--- src/rtl/instr_fetch_window.sv ---
`default_nettype none
// ============================================================================
// Module   : instr_fetch_window
// Purpose  : Buffers the trace byte stream and presents a left-aligned
//            12-byte window to decode. Optional retirement statistics are
//            enabled by defining INSTR_FETCH_WINDOW_STATS_EN.
// Revision : 1.0 - initial release
// ============================================================================
module instr_fetch_window #(
    parameter int DEPTH = 16
) (
    input  logic        clk,
    input  logic        rst,
    input  logic        in_valid,
    input  logic [7:0]  in_data,
    input  logic        in_last,
    output logic        in_ready,
    output logic        win_valid,
    output logic [95:0] raw_instr,
    output logic [4:0]  win_count,
    input  logic        consume,
    input  logic [3:0]  consume_len,
    output logic        done,
`ifdef INSTR_FETCH_WINDOW_STATS_EN
    output logic [31:0] instr_retired,
    output logic [31:0] bytes_retired,
`endif
    output logic        err
);

    localparam int BW = DEPTH * 8;

    generate
        if (DEPTH < 12 || DEPTH > 31) begin : g_depth_check
            $error("instr_fetch_window: DEPTH must be in 12..31");
        end
    endgenerate

    typedef enum logic [2:0] {
        S_FILL  = 3'd0,
        S_READY = 3'd1,
        S_DRAIN = 3'd2,
        S_DONE  = 3'd3,
        S_ERR   = 3'd4
    } state_t;

    state_t          r_state;
    state_t          w_state_next;
    logic [BW-1:0]   r_buf;
    logic [BW-1:0]   w_buf_next;
    logic [4:0]      r_count;
    logic [4:0]      w_count_next;
    logic            r_eos;
    logic            w_eos_next;
    logic            r_rst_q;
    logic [4:0]      w_avail;
    logic [4:0]      w_clen;
    logic [4:0]      w_pos;
    logic            w_violation;
    logic            w_freeze;
    logic            w_push;
    logic            w_pop;

    // Byte 0 sits in the MSBs; positions at or beyond r_count are always zero,
    // so the window is just the top 96 bits.
    assign raw_instr = r_buf[BW-1 -: 96];
    assign win_count = r_count;
    assign win_valid = (r_state == S_READY) || (r_state == S_DRAIN);
    assign done      = (r_state == S_DONE);
    assign err       = (r_state == S_ERR);
    assign in_ready  = !r_rst_q && (r_count < 5'(DEPTH)) && !r_eos && (r_state != S_ERR);

    always_comb begin
        w_avail      = (r_count >= 5'd12) ? 5'd12 : r_count;
        w_violation  = 1'b0;
        if (consume && (!win_valid || consume_len == 4'd0 || {1'b0, consume_len} > w_avail))
            w_violation = 1'b1;
        if (in_valid && in_last && r_eos)
            w_violation = 1'b1;
        w_freeze     = w_violation || (r_state == S_ERR);
        w_push       = in_valid && in_ready && !w_freeze;
        w_pop        = consume && !w_freeze;
        w_clen       = w_pop ? {1'b0, consume_len} : 5'd0;
        w_pos        = r_count - w_clen;
        w_count_next = r_count - w_clen + {4'd0, w_push};
        w_eos_next   = r_eos || (w_push && in_last);
        // Retire first, then drop the new byte right behind the survivors.
        w_buf_next   = (r_buf << {w_clen, 3'b000})
                     | (w_push ? ({in_data, {(BW-8){1'b0}}} >> {w_pos, 3'b000}) : '0);

        w_state_next = S_FILL;
        if (w_freeze)
            w_state_next = S_ERR;
        else if (w_count_next >= 5'd12)
            w_state_next = S_READY;
        else if (w_eos_next)
            w_state_next = (w_count_next == 5'd0) ? S_DONE : S_DRAIN;
    end

    always_ff @(posedge clk) begin
        if (rst) begin
            r_state <= S_FILL;
        end else begin
            r_state <= w_state_next;
        end
    end

    always_ff @(posedge clk) begin
        if (rst) begin
            r_buf   <= '0;
            r_count <= 5'd0;
            r_eos   <= 1'b0;
            r_rst_q <= 1'b1;
        end else begin
            r_buf   <= w_buf_next;
            r_count <= w_count_next;
            r_eos   <= w_eos_next;
            r_rst_q <= 1'b0;
        end
    end

`ifdef INSTR_FETCH_WINDOW_STATS_EN
    always_ff @(posedge clk) begin
        if (rst) begin
            instr_retired <= 32'd0;
            bytes_retired <= 32'd0;
        end else if (w_pop) begin
            instr_retired <= instr_retired + 32'd1;
            bytes_retired <= bytes_retired + {28'd0, consume_len};
        end
    end
`endif

endmodule
`default_nettype wire

--- config.mk ---
export PLATFORM = sky130hd
export DESIGN_NAME = instr_fetch_window
export DESIGN_NICKNAME = d
export VERILOG_FILES = /design/src/rtl/instr_fetch_window.sv
export SDC_FILE = /design/constraint.sdc
export NUM_CORES = 1
export LEC_CHECK = 0
export CORE_MARGIN = 8
export CORE_UTILIZATION = 40
export DETAILED_ROUTE_END_ITERATION = 10
export SLEW_MARGIN = 25
export SYNTH_ARGS = -nofsm -noshare
export SYNTH_HDL_FRONTEND = slang
export SYNTH_SLANG_ARGS = --single-unit
--- constraint.sdc ---
create_clock -name clk -period 9.3 [get_ports clk]
set_input_delay 2.325 -clock clk [delete_from_list [all_inputs] [get_ports clk]]
set_output_delay 2.325 -clock clk [all_outputs]
set_load 0.02 [all_outputs]
Word level (Yosys, flattened, before mapping)
Index checks and enable logic that the tools add are counted.
- register bits after elaboration: 138
- input port bits: 17
- word-level logic and storage cells: 55
- add/subtract/negate cells: 2
- order comparisons: 4
- equality and inequality tests: 5
- shift operators: 2
- mux-type cells: 10
- bitwise gates (word level): 2
- reduce and logical (&&, ||, !) cells: 23
- operators with widths (operator ; count):
    2-to-1 mux 128 bit ; 1
    bitwise OR 128 bit ; 1
    << shifter 128 x 7 -> 128 bit ; 1
    right shift 128 x 8 -> 128 bit ; 1
    >= comparator 5 x 4 -> 1 bit, second input constant ; 2
    logical AND 1 bit ; 10
    equality test 3 x 2 -> 1 bit, second input constant ; 2
    adder 5 x 1 -> 5 bit ; 1
    > comparator 4 x 5 -> 1 bit ; 1
    zero test 5 bit ; 1
    logical OR 1 bit ; 5
    less-than comparator 5 bit, second input constant ; 1
    2-to-1 mux 5 bit ; 1
    subtractor 5 x 4 -> 5 bit ; 1
    zero test 1 bit ; 4
    zero test 4 bit ; 1
    2-to-1 mux 1 bit ; 4
    2-to-1 mux 2 bit ; 2
    2-to-1 mux 4 bit ; 1
    OR reduction 4 bit ; 1
    equality test 3 x 1 -> 1 bit, second input constant ; 1
    equality test 3 bit, second input constant ; 1
    2-to-1 mux 3 bit ; 1
    != test 3 bit, second input constant ; 1
    2 further kinds ; 2

Depth between registers and ports, before layout
- depth in word-level cells: 19
- mapped depth: 20

Worst setup path before layout
Ideal clock, no wire load.
- path type: input to register
- start point: in consume_len[0]
- end point: reg r_buf[98]
- data arrival time: 7.134 ns
- required time: 9.205 ns
- path slack: 2.071 ns
- stages on the path: 19
- buffers on the path: 6
- cell sequence: clkbuf_1 > inv_1 > clkbuf_1 > ha_1 > nand4_1 > a2111oi_4 > inv_2 > buf_2 > clkbuf_1 > buf_1 > ha_1 > a21oi_1 > o21ai_1 > xnor2_1 > nand4_1 > nor4_4 > buf_2 > a21oi_1 > a221oi_1
- longest elaborated chain between the ends: 14
- ends and longest elaborated chain (item ; line ; source):
    start: declaration ; 22 ; input logic [3:0] consume_len,
    branches (longest 13 deep; another with > comparator 4 x 5 -> 1 bit) ; - ;
    bitwise OR 128 bit (*) ; 89 ; | (w_push ? ({in_data, {(BW-8){1'b0}}} >> {w_pos, 3'b000}) : '0);
    end signal: assignment ; 115 ; r_buf <= w_buf_next;
    end: declaration ; 49 ; logic [BW-1:0] r_buf;
Every way passes the cells marked *.
A chain may end at the register's enable or synchronous reset.

Worst setup path in the final report
- start point: in consume_len[3]
- end point: reg r_buf[53]
Same word-level chain as after synthesis.

==> flow_metrics.env <==
export IMPL_outcome="finished clean"
export IMPL_viasPerCell=6.98
export IMPL_dr_first_iter_drc_count=2056
export IMPL_start_kind="input port"
export IMPL_critPathMaxStageDelay_ns=0.73
export IMPL_period_needed_ns=7.49
export IMPL_slew_viol_final=0
export IMPL_synth_distinct_cells=74
export IMPL_die_h_um=185
export IMPL_synth_seq_cells=138
export IMPL_crit_type="input port to flip-flop"
export IMPL_cts_hold_buf=0
export IMPL_multiInputGateArea_mm2=0.00735
export IMPL_power_density_mw_per_mm2=117
export IMPL_ys_flop_type="dfxtp_1"
export IMPL_hold_viol=0
export IMPL_netlist_area_mm2=0.0114
export IMPL_post_cts_buffers=0
export IMPL_grt_pass1_wl_um=82200
export IMPL_worstPathCellList="clkdlybuf4s50_1 -> ha_1 -> nand3_1 -> o221a_2 -> o211ai_4 -> inv_4 -> ha_1 -> fa_1 -> nand2b_1 -> a21oi_2 -> xor2_1 -> nand2_1 -> nor4_1 -> nand2b_1 -> o22ai_1"
export IMPL_final_area_mm2=0.0128
export IMPL_drt_wl_total_um=56500
export IMPL_postSynthCellCount=1511
export IMPL_cts_htree_levels=4
export IMPL_synthesis_nets=1539
export IMPL_fmax_ghz=0.134
export IMPL_grt_max_degree=62
export IMPL_wl_per_cell_um=30.3
export IMPL_grt_setup_unrepaired="no"
export IMPL_finalSetupViolCount=0
export IMPL_overflow=0
export IMPL_num_vias=13000
export IMPL_place_ws_ns=1.55
export IMPL_synth_edf_count=0
export IMPL_avgSynthCellArea_um2=7.57
export IMPL_ys_warnings_count=0
export IMPL_cts_sinks=138
export IMPL_critical_path_slowest_cell="nor4_1"
export IMPL_rows=62
export IMPL_drt_pass1_iterations=6
export IMPL_cts_max_path_buffers=2
export IMPL_path_clk_slew_ns=0.06
export IMPL_finalCritPeriodShare_pct=80.5
export IMPL_total_power_mw=1.49
export IMPL_peakVddDrop_v=0.0000929
export IMPL_fp_dieW_um=185
export IMPL_io_pins=122
export IMPL_path_max_fanout=37
export IMPL_root_buffer="clkbuf_16"
export IMPL_postRouteAntennaNets=0
export IMPL_initial_core_util_pct=40.3
export IMPL_seq_area_mm2=0.00276
export IMPL_drc=0
export IMPL_worst_pin_slew_ns=1.19
export IMPL_required_ns=9.65
export IMPL_first_global_vias=12200
export IMPL_grt_antenna_before_repair=0
export IMPL_hold_path_class="flip-flop to flip-flop"
export IMPL_dieArea_mm2=0.0342
export IMPL_nets=1492
export IMPL_antenna_cells=0
export IMPL_drive_gt1_share_pct=8.33
export IMPL_grt_usage_pct=32.0
export IMPL_final_setup_skew_ns=0.0147
export IMPL_leakage_nw=4.22
export IMPL_core_mm2=0.0284
export IMPL_async_reset_ff_share_pct=0
export IMPL_cts_resized=0
export IMPL_arrival_ns=7.84
export IMPL_num_fill_cells=2892
export IMPL_maxCapViolCount=0
export IMPL_dpl_hpwl_um=37400
export IMPL_seq_area_frac_synth_pct=24.2
export IMPL_port_buffers=121
export IMPL_numCtsBuffers=17
export IMPL_slew_headroom_pct=20.2
export IMPL_tns_ns=0
export IMPL_place_congestion=0.985
export IMPL_clock_latency_ns=0.45
export IMPL_syn_to_final_growth_pct=11.9
export IMPL_cp_end_kind="flip-flop"
export IMPL_cts_tree="done"
export IMPL_placed_cell_area_mm2=0.0122
export IMPL_fin_ws_ns=1.81
==> Yosys cell counts (15+ instances only) <==
library cell  instances  area (um2)
mux2i_1             119        1190
a22oi_1              75         563
clkbuf_1             80         300
a211oi_1             57         428
a31oi_1              21         131
dfxtp_1             138        2760
a21oi_1             134         671
o22ai_1              64         400
nand2_1             169         634
inv_1                18        67.6
mux2_2               15         169
buf_4               101         758
a32oi_1              15         131
nor2_1              123         462
nand3_1              39         195
nor3_1               19        95.1
nor2b_1              28         175
buf_2                33         165
o21ai_0              50         250
==> cells in the final DEF, fill, tap and decap left out, types with 6 or more instances in the layout <==
| cell | count |
|---|---|
| nand4_1 | 8 |
| buf_4 | 42 |
| mux2i_1 | 119 |
| clkbuf_16 | 17 |
| and2_1 | 13 |
| a211oi_1 | 57 |
| ha_1 | 10 |
| nand3_1 | 39 |
| a31oi_1 | 21 |
| a22oi_1 | 75 |
| o21ai_0 | 50 |
| o221ai_1 | 8 |
| a21oi_1 | 134 |
| clkdlybuf4s50_1 | 118 |
| nor2b_1 | 28 |
| nor3_1 | 19 |
| a221oi_1 | 12 |
| a311oi_1 | 9 |
| mux2_2 | 15 |
| inv_1 | 18 |
| a32oi_1 | 15 |
| dfxtp_1 | 138 |
| o32ai_1 | 11 |
| nor2_1 | 120 |
| a2111oi_0 | 12 |
| o211ai_1 | 13 |
| xnor2_1 | 6 |
| nand2_1 | 169 |
| o22ai_1 | 64 |
==> critical path, delay by kind of cell <==
kind                     cells  cell delay, ns
adder cells (fa/ha/maj)      3            1.20
AO/OA/AOI/OAI                4            1.17
XOR/XNOR                     1            0.38
AND/OR/NAND/NOR              5            1.91
buffers and inverters        2            0.84
==> flip-flops by register name, summed over array words and instances, names as in the netlist <==
signal,count
r_buf,128
r_eos,1
win_count,5
r_rst_q,1
r_state,3
==> where the power goes <==
| group | switching [mW] | internal (mW) |
|---|---|---|
| logic | 0.110 | 0.0402 |
| registers | 0.00360 | 0.594 |
| clock network | 0.317 | 0.430 |
==> kinds of logic after synthesis <==
family	share of synthesized area, %
DFF	24.2
adders and majority gates	1.27
and+or+nand+nor	17.3
muxes	12.3
AOI/OAI and AO/OA	32.4
buffers and inverters	11.9
xor gates and xnor gates	0.689
==> worst paths after layout <==
path,from,endpoint,slack [ns],cells after the start
worst max-delay path,consume_len[3],r_buf[53],1.81,15
worst min-delay path,r_eos,r_state[1],0.60,2
worst max register to register,win_count[4],r_buf[53],3.78,16
worst min register to register,r_eos,r_state[1],0.60,2
==> per-stage QoR <==
stage          hold WS (ns)  utilization, %  cells
6_report              0.598            45.1   1861
5_1_grt               0.627            45.1   1861
4_1_cts               0.588            45.0   1861
3_5_place_dp          0.578            42.9   1829
3_3_place_gp          0.575            42.8   1829
2_1_floorplan         0.543               -   1511
==> routing by layer <==
| layer | wire [um] | vias to the layer above | GRT usage, % |
|---|---|---|---|
| met5 | 0 | - | 0 |
| met3 | 8290 | 261 | 10.4 |
| met4 | 3280 | 0 | 17.1 |
| met2 | 22900 | 1142 | 45.9 |
| met1 | 22000 | 6097 | 42.1 |
| li1 | - | 5499 | - |
==> cell type report <==
cell class / count / area share [%]
sequential: 138 / 21.6
clock inverter: 14 / 1.46
multi-input combinational: 1124 / 57.4
tap: 384 / 3.76
clock buffer: 18 / 3.36
inverter: 22 / 0.665
timing repair buffer: 161 / 11.7
No activity file was read; power rests on OpenSTA's default activity.
